File: src/rtl/mod_inverse_seq_pkg.sv
// Shared types and constants for the sequential modular-inverse engine.
package mod_inverse_pkg;

  localparam int DEF_WIDTH = 64;

  typedef enum logic [2:0] {
    IDLE,
    INIT,
    DIV,
    UPDATE,
    FINAL
  } state_t;

  // Bezout coefficient / Horner accumulator word at the default width
  typedef logic signed [DEF_WIDTH+1:0] tval_t;

  // Worst-case start-to-done cycles: 2 + k*(width+1) with k <= 1.45*width + 2
  function automatic int latency_bound(input int width);
    int kmax;
    kmax = (145 * width + 99) / 100 + 2;
    return 2 + kmax * (width + 1);
  endfunction

endpackage

File: src/rtl/mod_inverse_seq_if.sv
// Request/response bundle between a client and the modular-inverse engine.
interface mod_inverse_seq_if #(
  parameter int WIDTH = 64
);

  logic             start;
  logic [WIDTH-1:0] num;
  logic [WIDTH-1:0] modulo;
  logic             busy;
  logic             done;
  logic [WIDTH-1:0] inverse;
  logic             valid;

  modport master (
    output start, num, modulo,
    input  busy, done, inverse, valid
  );

  modport slave (
    input  start, num, modulo,
    output busy, done, inverse, valid
  );

endinterface

File: src/rtl/mod_inverse_seq_divstep.sv
// Restoring divider (one quotient bit per cycle, MSB first) fused with a
// Horner accumulator so that acc ends up as quotient*t1 without ever
// storing the quotient. Runs exactly WIDTH cycles while go is held high;
// rdy marks the cycle whose edge writes the final rem/acc.
module mod_inv_divstep #(
  parameter int WIDTH = 64,
  parameter int CNT_W = $clog2(WIDTH + 1)
) (
  input  logic                    clk,
  input  logic                    rst,
  input  logic                    go,
  input  logic [WIDTH-1:0]        dividend,
  input  logic [WIDTH-1:0]        divisor,
  input  logic signed [WIDTH+1:0] t1,
  output logic [WIDTH-1:0]        rem,
  output logic signed [WIDTH+1:0] acc,
  output logic                    rdy
);

  logic [CNT_W-1:0]        cnt;
  logic [WIDTH-1:0]        rem_q;
  logic [WIDTH-1:0]        quo_q;
  logic signed [WIDTH+1:0] acc_q;

  logic [WIDTH-1:0]        cur_quo;
  logic [WIDTH:0]          trial;
  logic                    qbit;
  logic [WIDTH-1:0]        rem_next;
  logic [WIDTH-1:0]        quo_next;
  logic signed [WIDTH+1:0] acc_next;

  // One restoring-division step: shift in the next dividend bit, subtract if it fits
  always_comb begin
    cur_quo  = (cnt == '0) ? dividend : quo_q;
    trial    = {rem_q, cur_quo[WIDTH-1]};
    qbit     = (trial >= {1'b0, divisor});
    rem_next = qbit ? WIDTH'(trial - {1'b0, divisor}) : WIDTH'(trial);
    quo_next = cur_quo << 1;
    acc_next = (acc_q <<< 1) + (qbit ? t1 : '0);
    rdy      = go && (cnt == CNT_W'(WIDTH - 1));
  end

  // Step registers advance while go is high and clear between divisions
  always_ff @(posedge clk or posedge rst) begin
    if (rst) begin
      cnt   <= '0;
      rem_q <= '0;
      quo_q <= '0;
      acc_q <= '0;
    end else if (!go) begin
      cnt   <= '0;
      rem_q <= '0;
      quo_q <= '0;
      acc_q <= '0;
    end else begin
      rem_q <= rem_next;
      quo_q <= quo_next;
      acc_q <= acc_next;
      cnt   <= rdy ? '0 : cnt + CNT_W'(1);
    end
  end

  assign rem = rem_q;
  assign acc = acc_q;

endmodule

File: src/rtl/mod_inverse_seq.sv
// Sequential modular inverse via the iterative extended Euclidean algorithm.
// Only the t-coefficient is tracked (r_i == t_i * a mod m), so the final
// coefficient next to gcd==1 is the inverse after folding negatives into [0,m).
module mod_inverse_seq
  import mod_inverse_pkg::*;
#(
  parameter int WIDTH = 64,
  parameter int CNT_W = $clog2(WIDTH + 1)
) (
  input logic               clk,
  input logic               rst,
  mod_inverse_seq_if.slave  bus
);

  typedef logic signed [WIDTH+1:0] tw_t;

  state_t           state;
  logic [WIDTH-1:0] a_q;
  logic [WIDTH-1:0] m_q;
  logic [WIDTH-1:0] r0;
  logic [WIDTH-1:0] r1;
  tw_t              t0;
  tw_t              t1;

  logic             busy_q;
  logic             done_q;
  logic             valid_q;
  logic [WIDTH-1:0] inv_q;

  logic             div_go;
  logic             div_rdy;
  logic [WIDTH-1:0] div_rem;
  tw_t              div_acc;

  tw_t              m_ext;
  tw_t              t0_mag;
  tw_t              t1_mag;
  tw_t              acc_mag;

  assign div_go = (state == DIV);

  mod_inv_divstep #(
    .WIDTH (WIDTH),
    .CNT_W (CNT_W)
  ) u_divstep (
    .clk      (clk),
    .rst      (rst),
    .go       (div_go),
    .dividend (r0),
    .divisor  (r1),
    .t1       (t1),
    .rem      (div_rem),
    .acc      (div_acc),
    .rdy      (div_rdy)
  );

  // Control FSM plus remainder/coefficient registers and registered outputs
  always_ff @(posedge clk or posedge rst) begin
    if (rst) begin
      state   <= IDLE;
      a_q     <= '0;
      m_q     <= '0;
      r0      <= '0;
      r1      <= '0;
      t0      <= '0;
      t1      <= '0;
      busy_q  <= 1'b0;
      done_q  <= 1'b0;
      valid_q <= 1'b0;
      inv_q   <= '0;
    end else begin
      done_q <= 1'b0;
      case (state)
        IDLE: begin
          if (bus.start) begin
            a_q     <= bus.num;
            m_q     <= bus.modulo;
            inv_q   <= '0;
            valid_q <= 1'b0;
            busy_q  <= 1'b1;
            state   <= INIT;
          end
        end
        INIT: begin
          r0 <= m_q;
          r1 <= a_q;
          t0 <= '0;
          t1 <= tw_t'(1);
          // a zero divisor must never reach DIV; FINAL sorts out m==0/m==1/a==0
          if (m_q == '0 || a_q == '0) state <= FINAL;
          else                        state <= DIV;
        end
        DIV: begin
          if (div_rdy) state <= UPDATE;
        end
        UPDATE: begin
          r0 <= r1;
          r1 <= div_rem;
          t0 <= t1;
          t1 <= t0 - div_acc;
          state <= (div_rem == '0) ? FINAL : DIV;
        end
        FINAL: begin
          if (m_q == WIDTH'(1)) begin
            valid_q <= 1'b1;
            inv_q   <= '0;
          end else if (r0 == WIDTH'(1)) begin
            valid_q <= 1'b1;
            inv_q   <= t0[WIDTH+1] ? t0[WIDTH-1:0] + m_q : t0[WIDTH-1:0];
          end else begin
            valid_q <= 1'b0;
            inv_q   <= '0;
          end
          done_q <= 1'b1;
          busy_q <= 1'b0;
          state  <= IDLE;
        end
        default: state <= IDLE;
      endcase
    end
  end

  // Magnitudes of the signed words for the overflow guard below
  always_comb begin
    m_ext   = $signed({2'b00, m_q});
    t0_mag  = t0[WIDTH+1] ? -t0 : t0;
    t1_mag  = t1[WIDTH+1] ? -t1 : t1;
    acc_mag = div_acc[WIDTH+1] ? -div_acc : div_acc;
  end

  // |t| <= m and |acc| <= 2m keep WIDTH+2 signed bits free of overflow
  assert property (@(posedge clk) disable iff (rst)
    ((state inside {DIV, UPDATE, FINAL}) && (m_q != '0)) |->
      ((t0_mag <= m_ext) && (t1_mag <= m_ext) && (acc_mag <= (m_ext <<< 1))));

  assign bus.busy    = busy_q;
  assign bus.done    = done_q;
  assign bus.valid   = valid_q;
  assign bus.inverse = inv_q;

endmodule

File: src/flat_wrapper.sv
// flat-port wrapper written by rule: the top's interface ports become plain ports
module mod_inverse_seq_flat import mod_inverse_pkg::*;
#(
  parameter int WIDTH = 64,
  parameter int CNT_W = $clog2(WIDTH + 1)
)
  (clk, rst, bus_start, bus_num, bus_modulo, bus_busy, bus_done, bus_inverse, bus_valid);
  mod_inverse_seq_if #(.WIDTH(WIDTH)) bus_i ();
  input logic clk;
  input logic rst;
  input wire logic [$bits(bus_i.start)-1:0] bus_start;
  input wire logic [$bits(bus_i.num)-1:0] bus_num;
  input wire logic [$bits(bus_i.modulo)-1:0] bus_modulo;
  output wire logic [$bits(bus_i.busy)-1:0] bus_busy;
  output wire logic [$bits(bus_i.done)-1:0] bus_done;
  output wire logic [$bits(bus_i.inverse)-1:0] bus_inverse;
  output wire logic [$bits(bus_i.valid)-1:0] bus_valid;
  assign bus_i.start = bus_start;
  assign bus_i.num = bus_num;
  assign bus_i.modulo = bus_modulo;
  assign bus_busy = bus_i.busy;
  assign bus_done = bus_i.done;
  assign bus_inverse = bus_i.inverse;
  assign bus_valid = bus_i.valid;
  mod_inverse_seq #(.WIDTH(WIDTH), .CNT_W(CNT_W)) u_core (.clk(clk), .rst(rst), .bus(bus_i));
endmodule
File: config.mk
export PLATFORM = sky130hd
export DESIGN_NAME = mod_inverse_seq_flat
export DESIGN_NICKNAME = d
export VERILOG_FILES = /design/src/rtl/mod_inverse_seq_pkg.sv /design/src/rtl/mod_inverse_seq_if.sv /design/src/rtl/mod_inverse_seq_divstep.sv /design/src/rtl/mod_inverse_seq.sv /design/src/flat_wrapper.sv
export SDC_FILE = /design/constraint.sdc
export NUM_CORES = 2
export LEC_CHECK = 0
export ABC_AREA = 1
export BUFFER_PORTS_ARGS = -buffer_cell sky130_fd_sc_hd__buf_2
export CAP_MARGIN = 15
export CORE_UTILIZATION = 35
export DETAILED_ROUTE_END_ITERATION = 7
export PLACE_DENSITY = 0.48
export SETUP_SLACK_MARGIN = 0.15
export SYNTH_ARGS = -nofsm -noshare
export SYNTH_HDL_FRONTEND = slang
export SYNTH_HIERARCHICAL = 1
export SYNTH_SLANG_ARGS = --single-unit
File: constraint.sdc
create_clock -name clk -period 16.39 [get_ports clk]
set_input_delay 1.639 -clock clk [delete_from_list [all_inputs] [get_ports clk]]
set_output_delay 1.639 -clock clk [all_outputs]
set_load 0.02 [all_outputs]
==> summary.txt <==
Outcome
  • Result of the run: completed

Cells and area
  • Combined flip-flop and latch cell area: 0.0165 mm²
  • Share of final-layout standard cells stronger than drive strength 1: 0.0674
  • Non-filler instance count after layout: 9,335
  • Total non-filler cell area in the finished layout: 0.0538 mm²
  • Footprint of the multi-input gates: 0.0257 mm²
  • Number of nets in the layout: 7,879
  • Area overhead of the layout relative to synthesis: 11.6%
  • Filler cells: 14,800
  • Utilization after layout: 0.395

Clocking
  • CTS tree: done
  • Resized cells post-CTS: 0
  • Post-CTS setup-driven buffer insertion count: 0
  • Clock tree root buffer cell: sky130_fd_sc_hd__clkbuf_16
  • TritonCTS Sinks: 658
  • Clock latency at the later pin of the worst-skew pair: 700 ps
  • Total CTS buffers: 84
  • Maximum clock insertion buffer count: 3
  • Maximum level of the CTS H-tree: 3
  • # hold bufs at CTS: 0
  • Clock transition at the registers of the reported paths: 60 ps

Setup path
  • Critical path class: reg -> reg
  • Sort of element at the start of the critical path: register
  • Delay of the slowest cell on the worst path: 630 ps
  • Most common cell type on the critical path: sky130_fd_sc_hd__nand2_1
  • Element type at the critical path end: register
  • Cell family contributing the most delay on the critical path: simple AND/OR/NAND/NOR gates
  • Signal arrival time at the worst endpoint: 6580 ps
  • Sum of buffers and inverters on the critical path: 6
  • Data required, critical path: 17,010 ps
  • Cell with the biggest individual delay on the critical path: sky130_fd_sc_hd__nor4_1
  • Largest fanout of any net on the critical path: 63

Floorplanning
  • Die Y-Extent: 373 µm
  • Starting utilization of the core area: 0.354
  • Number of placement rows: 135
  • Floorplan die area: 0.139 mm²
  • Die extent in x: 373 µm
  • Boundary pin count: 198
  • Placeable core region: 0.136 mm²

Pwr
  • Proportion of power drawn by flip-flops and latches: 0.215
  • Net switching power figure: 6.83 mW
  • Power per unit of standard cell area: 227 mW/mm²
  • Combinational power share: 0.620
  • Maximum VDD drop: 0.130 mV
  • Total power draw: 12.2 mW
  • Leakage: 28.4 nW
  • Share of total power consumed by net switching: 0.560
  • Internal power: 5.37 mW
  • Part of the total power dissipated in the clock network: 0.166

Worst hold path
  • Classification of the worst-slack hold path: reg -> reg

Timing
  • Final period util: 0.363
  • Final TNS setup: 0 ps
  • Transition time of the tightest slew-check pin: 1110 ps
  • Achievable frequency: 0.168 GHz
  • RSZ-0062 raised after global routing: no
  • Relative max-transition margin: 0.250
  • Setup skew after layout: 39.1 ps
  • Endpoints failing hold: 0
  • Max-slew violation total from the final report: 0
  • Smallest setup slack after layout: 10,430 ps
  • Number of setup violations in the final report: 0
  • Tmin final: 5960 ps
  • Worst hold slack after final layout: 472 ps

Yosys
  • Proportion of register bits with asynchronous set or reset after synthesis: 1.00
  • YS warnings: 6
  • Area fraction in compound gates after synthesis: 0.156
  • Post-synthesis cell count: 7,351
  • Number of enable flip-flop cells after synthesis: 0
  • Share of cell area taken by muxes after synthesis: 0
  • Combinational family with the most area after synthesis: simple AND/OR/NAND/NOR gates
  • Flip-flop and latch count after synthesis: 658
  • Nets in the synthesized netlist: 7,744
  • Combined area of all synthesized cells: 0.0482 mm²
  • Simple-gate area share of the yosys netlist: 0.295
  • Arithmetic-cell share of the synthesized area counting full adders, half adders and majority gates: 0.0687
  • Library cells used by synthesis: 54
  • Sequential-to-total area share from yosys stat: 0.342
  • Area share of xor/xnor cells in the synthesized design: 0.0140
  • Syn avg cell area: 6.55 µm²
  • Primary FF master, synth: sky130_fd_sc_hd__dfrtp_1

Placement
  • Last weighted congestion value of the routability-driven placer: 1.00
  • Number of I/O port buffers: 197
  • Pre-CTS setup slack: 10,550 ps
  • Placed Instance Area: 0.0508 mm²
  • Detail Placement HPWL: 185,000 µm
  • Placed cell count: 9,181

Route
  • Initial DRT Pass Iterations: 6
  • Antenna Nets Post-Route: 0
  • Final routed wire length divided by cell count: 24.3 µm
  • 1st-iter DRT viols: 5,194
  • Routed Wire Length: 227,000 µm
  • Number of design rule violations left after detail routing: 0
  • Via density: 5.26
  • Routed via count: 49,100

Global routing
  • Maximum number of pins on one net before global-route repair: 160
  • Via count of the first global-routing pass: 46,900
  • Global-route usage over all layers: 0.321
  • Antenna violations before repair: 15
  • Global-route wire length before repair: 327,000 µm
  • GR Overflow Total: 0

Job
  • Max-cap violation count: 0
-- path summary, 6_finish.rpt --
kind	slack (ps)	endpoint	cells after the start	from
max in group asynchronous	13050	u_core/u_divstep/acc[10]	4	rst
worst max register to register	10430	u_core/u_divstep/acc[53]	27	u_core/u_divstep/cnt[0]
worst min register to register	470	u_core/bus.inverse[48]	2	u_core/bus.inverse[48]
worst min-delay path	470	u_core/bus.inverse[48]	2	u_core/bus.inverse[48]
min in group asynchronous	1060	u_core/u_divstep/quo_q[26]	2	rst
worst max-delay path	10430	u_core/u_divstep/acc[53]	27	u_core/u_divstep/cnt[0]
-- routing by layer --
| layer | wire length (µm) | share of wire | vias up | track usage |
|---|---|---|---|---|
| met1 | 106000 | 0.47 | 23600 | 0.460 |
| met3 | 15000 | 0.066 | 295 | 0.0453 |
| met5 | 0 | 0 | - | 0 |
| met4 | 9150 | 0.040 | 0 | 0.115 |
| met2 | 97000 | 0.43 | 1658 | 0.488 |
| li1 | - | - | 23500 | - |
-- placed cells by master (no fill, tap or decap), drive strengths merged, types with 37 or more instances in the layout --
master / Yosys / layout
buf: 77 / 227
clkbuf: 101 / 118
inv: 1372 / 1372
nand4: 64 / 64
o21bai: 53 / 53
nor2: 868 / 868
xnor2: 45 / 45
dfrtp: 658 / 658
ha: 258 / 258
nor4: 55 / 55
a31oi: 38 / 38
nor3: 51 / 51
o22ai: 37 / 37
nand3: 282 / 282
o221ai: 53 / 53
a22oi: 62 / 62
nand2: 2132 / 2132
o21ai: 555 / 555
a21oi: 441 / 441
-- worst register-to-register path: stages, from the launching register on --
cell and delay, ps:
sky130_fd_sc_hd__dfrtp_1 410, sky130_fd_sc_hd__inv_1 70, sky130_fd_sc_hd__ha_1 140, sky130_fd_sc_hd__nand2_1 80, sky130_fd_sc_hd__nor4_4 280, sky130_fd_sc_hd__inv_2 60
sky130_fd_sc_hd__or2_2 270, sky130_fd_sc_hd__nand2_1 130, sky130_fd_sc_hd__ha_1 220, sky130_fd_sc_hd__inv_1 120, sky130_fd_sc_hd__nand4_1 130, sky130_fd_sc_hd__nand3_2 180
sky130_fd_sc_hd__nand2_2 130, sky130_fd_sc_hd__nand2_4 300, sky130_fd_sc_hd__inv_2 310, sky130_fd_sc_hd__buf_4 610, sky130_fd_sc_hd__nor2_1 130, sky130_fd_sc_hd__ha_1 470
sky130_fd_sc_hd__nand2_1 150, sky130_fd_sc_hd__nor2_1 150, sky130_fd_sc_hd__inv_1 100, sky130_fd_sc_hd__nor4_1 630, sky130_fd_sc_hd__nand3_1 160, sky130_fd_sc_hd__nand3_1 270
sky130_fd_sc_hd__a21oi_1 150, sky130_fd_sc_hd__nand2_1 80, sky130_fd_sc_hd__nand2_1 50, sky130_fd_sc_hd__nor2_1 110
-- logic make-up after synthesis --
family | after synthesis
flops | 658
buf+inv | 1552
simple gates | 3488
compound gates | 1314
xor+xnor | 77
fa+ha+maj | 262
-- cell usage after synthesis, types with 49 or more instances --
| master | number | area share |
|---|---|---|
| sky130_fd_sc_hd__a21oi_1 | 404 | 0.042 |
| sky130_fd_sc_hd__a22oi_1 | 62 | 0.0097 |
| sky130_fd_sc_hd__buf_2 | 49 | 0.0051 |
| sky130_fd_sc_hd__clkbuf_1 | 100 | 0.0078 |
| sky130_fd_sc_hd__dfrtp_1 | 658 | 0.34 |
| sky130_fd_sc_hd__ha_1 | 258 | 0.067 |
| sky130_fd_sc_hd__inv_1 | 1346 | 0.10 |
| sky130_fd_sc_hd__nand2_1 | 2108 | 0.16 |
| sky130_fd_sc_hd__nand3_1 | 276 | 0.029 |
| sky130_fd_sc_hd__nand4_1 | 64 | 0.0083 |
| sky130_fd_sc_hd__nor2_1 | 839 | 0.065 |
| sky130_fd_sc_hd__nor4_1 | 52 | 0.0068 |
| sky130_fd_sc_hd__o21ai_0 | 497 | 0.052 |
| sky130_fd_sc_hd__o21ai_1 | 57 | 0.0059 |
| sky130_fd_sc_hd__o21bai_1 | 53 | 0.0083 |
| sky130_fd_sc_hd__o221ai_1 | 53 | 0.0096 |
-- area by class of cell --
cell class / instances / area share
flip-flops and latches: 658 / 0.306
diodes: 4 / 0.000186
clock inverters: 32 / 0.00984
inverters: 1374 / 0.0964
multi-input cells: 5141 / 0.478
well taps: 1781 / 0.0414
repair buffers: 227 / 0.0230
clock buffers: 118 / 0.0448
-- state kept, by name, indices dropped and copies added, names as in the netlist --
register                count
u_core/state                3
u_core/bus.inverse         64
u_core/t0                  66
u_core/u_divstep/cnt        7
u_core/bus.done             1
u_core/t1                  66
u_core/u_divstep/acc       66
u_core/r1                  64
u_core/bus.busy             1
u_core/bus.valid            1
u_core/u_divstep/quo_q     63
u_core/m_q                 64
u_core/u_divstep/rem       64
u_core/a_q                 64
u_core/r0                  64
-- power groups by stage --
stage                     clock (mW)  sequential (mW)  combinational [mW]
final                           2.02             2.62                7.56
after global routing            2.11             2.65                8.32
after CTS                       2.06             2.61                7.43
after detailed placement           0             2.64                7.39
after global placement             0             2.63                7.38
after floorplan                    0             2.34                5.09
Power figures use the tool's default switching activity.
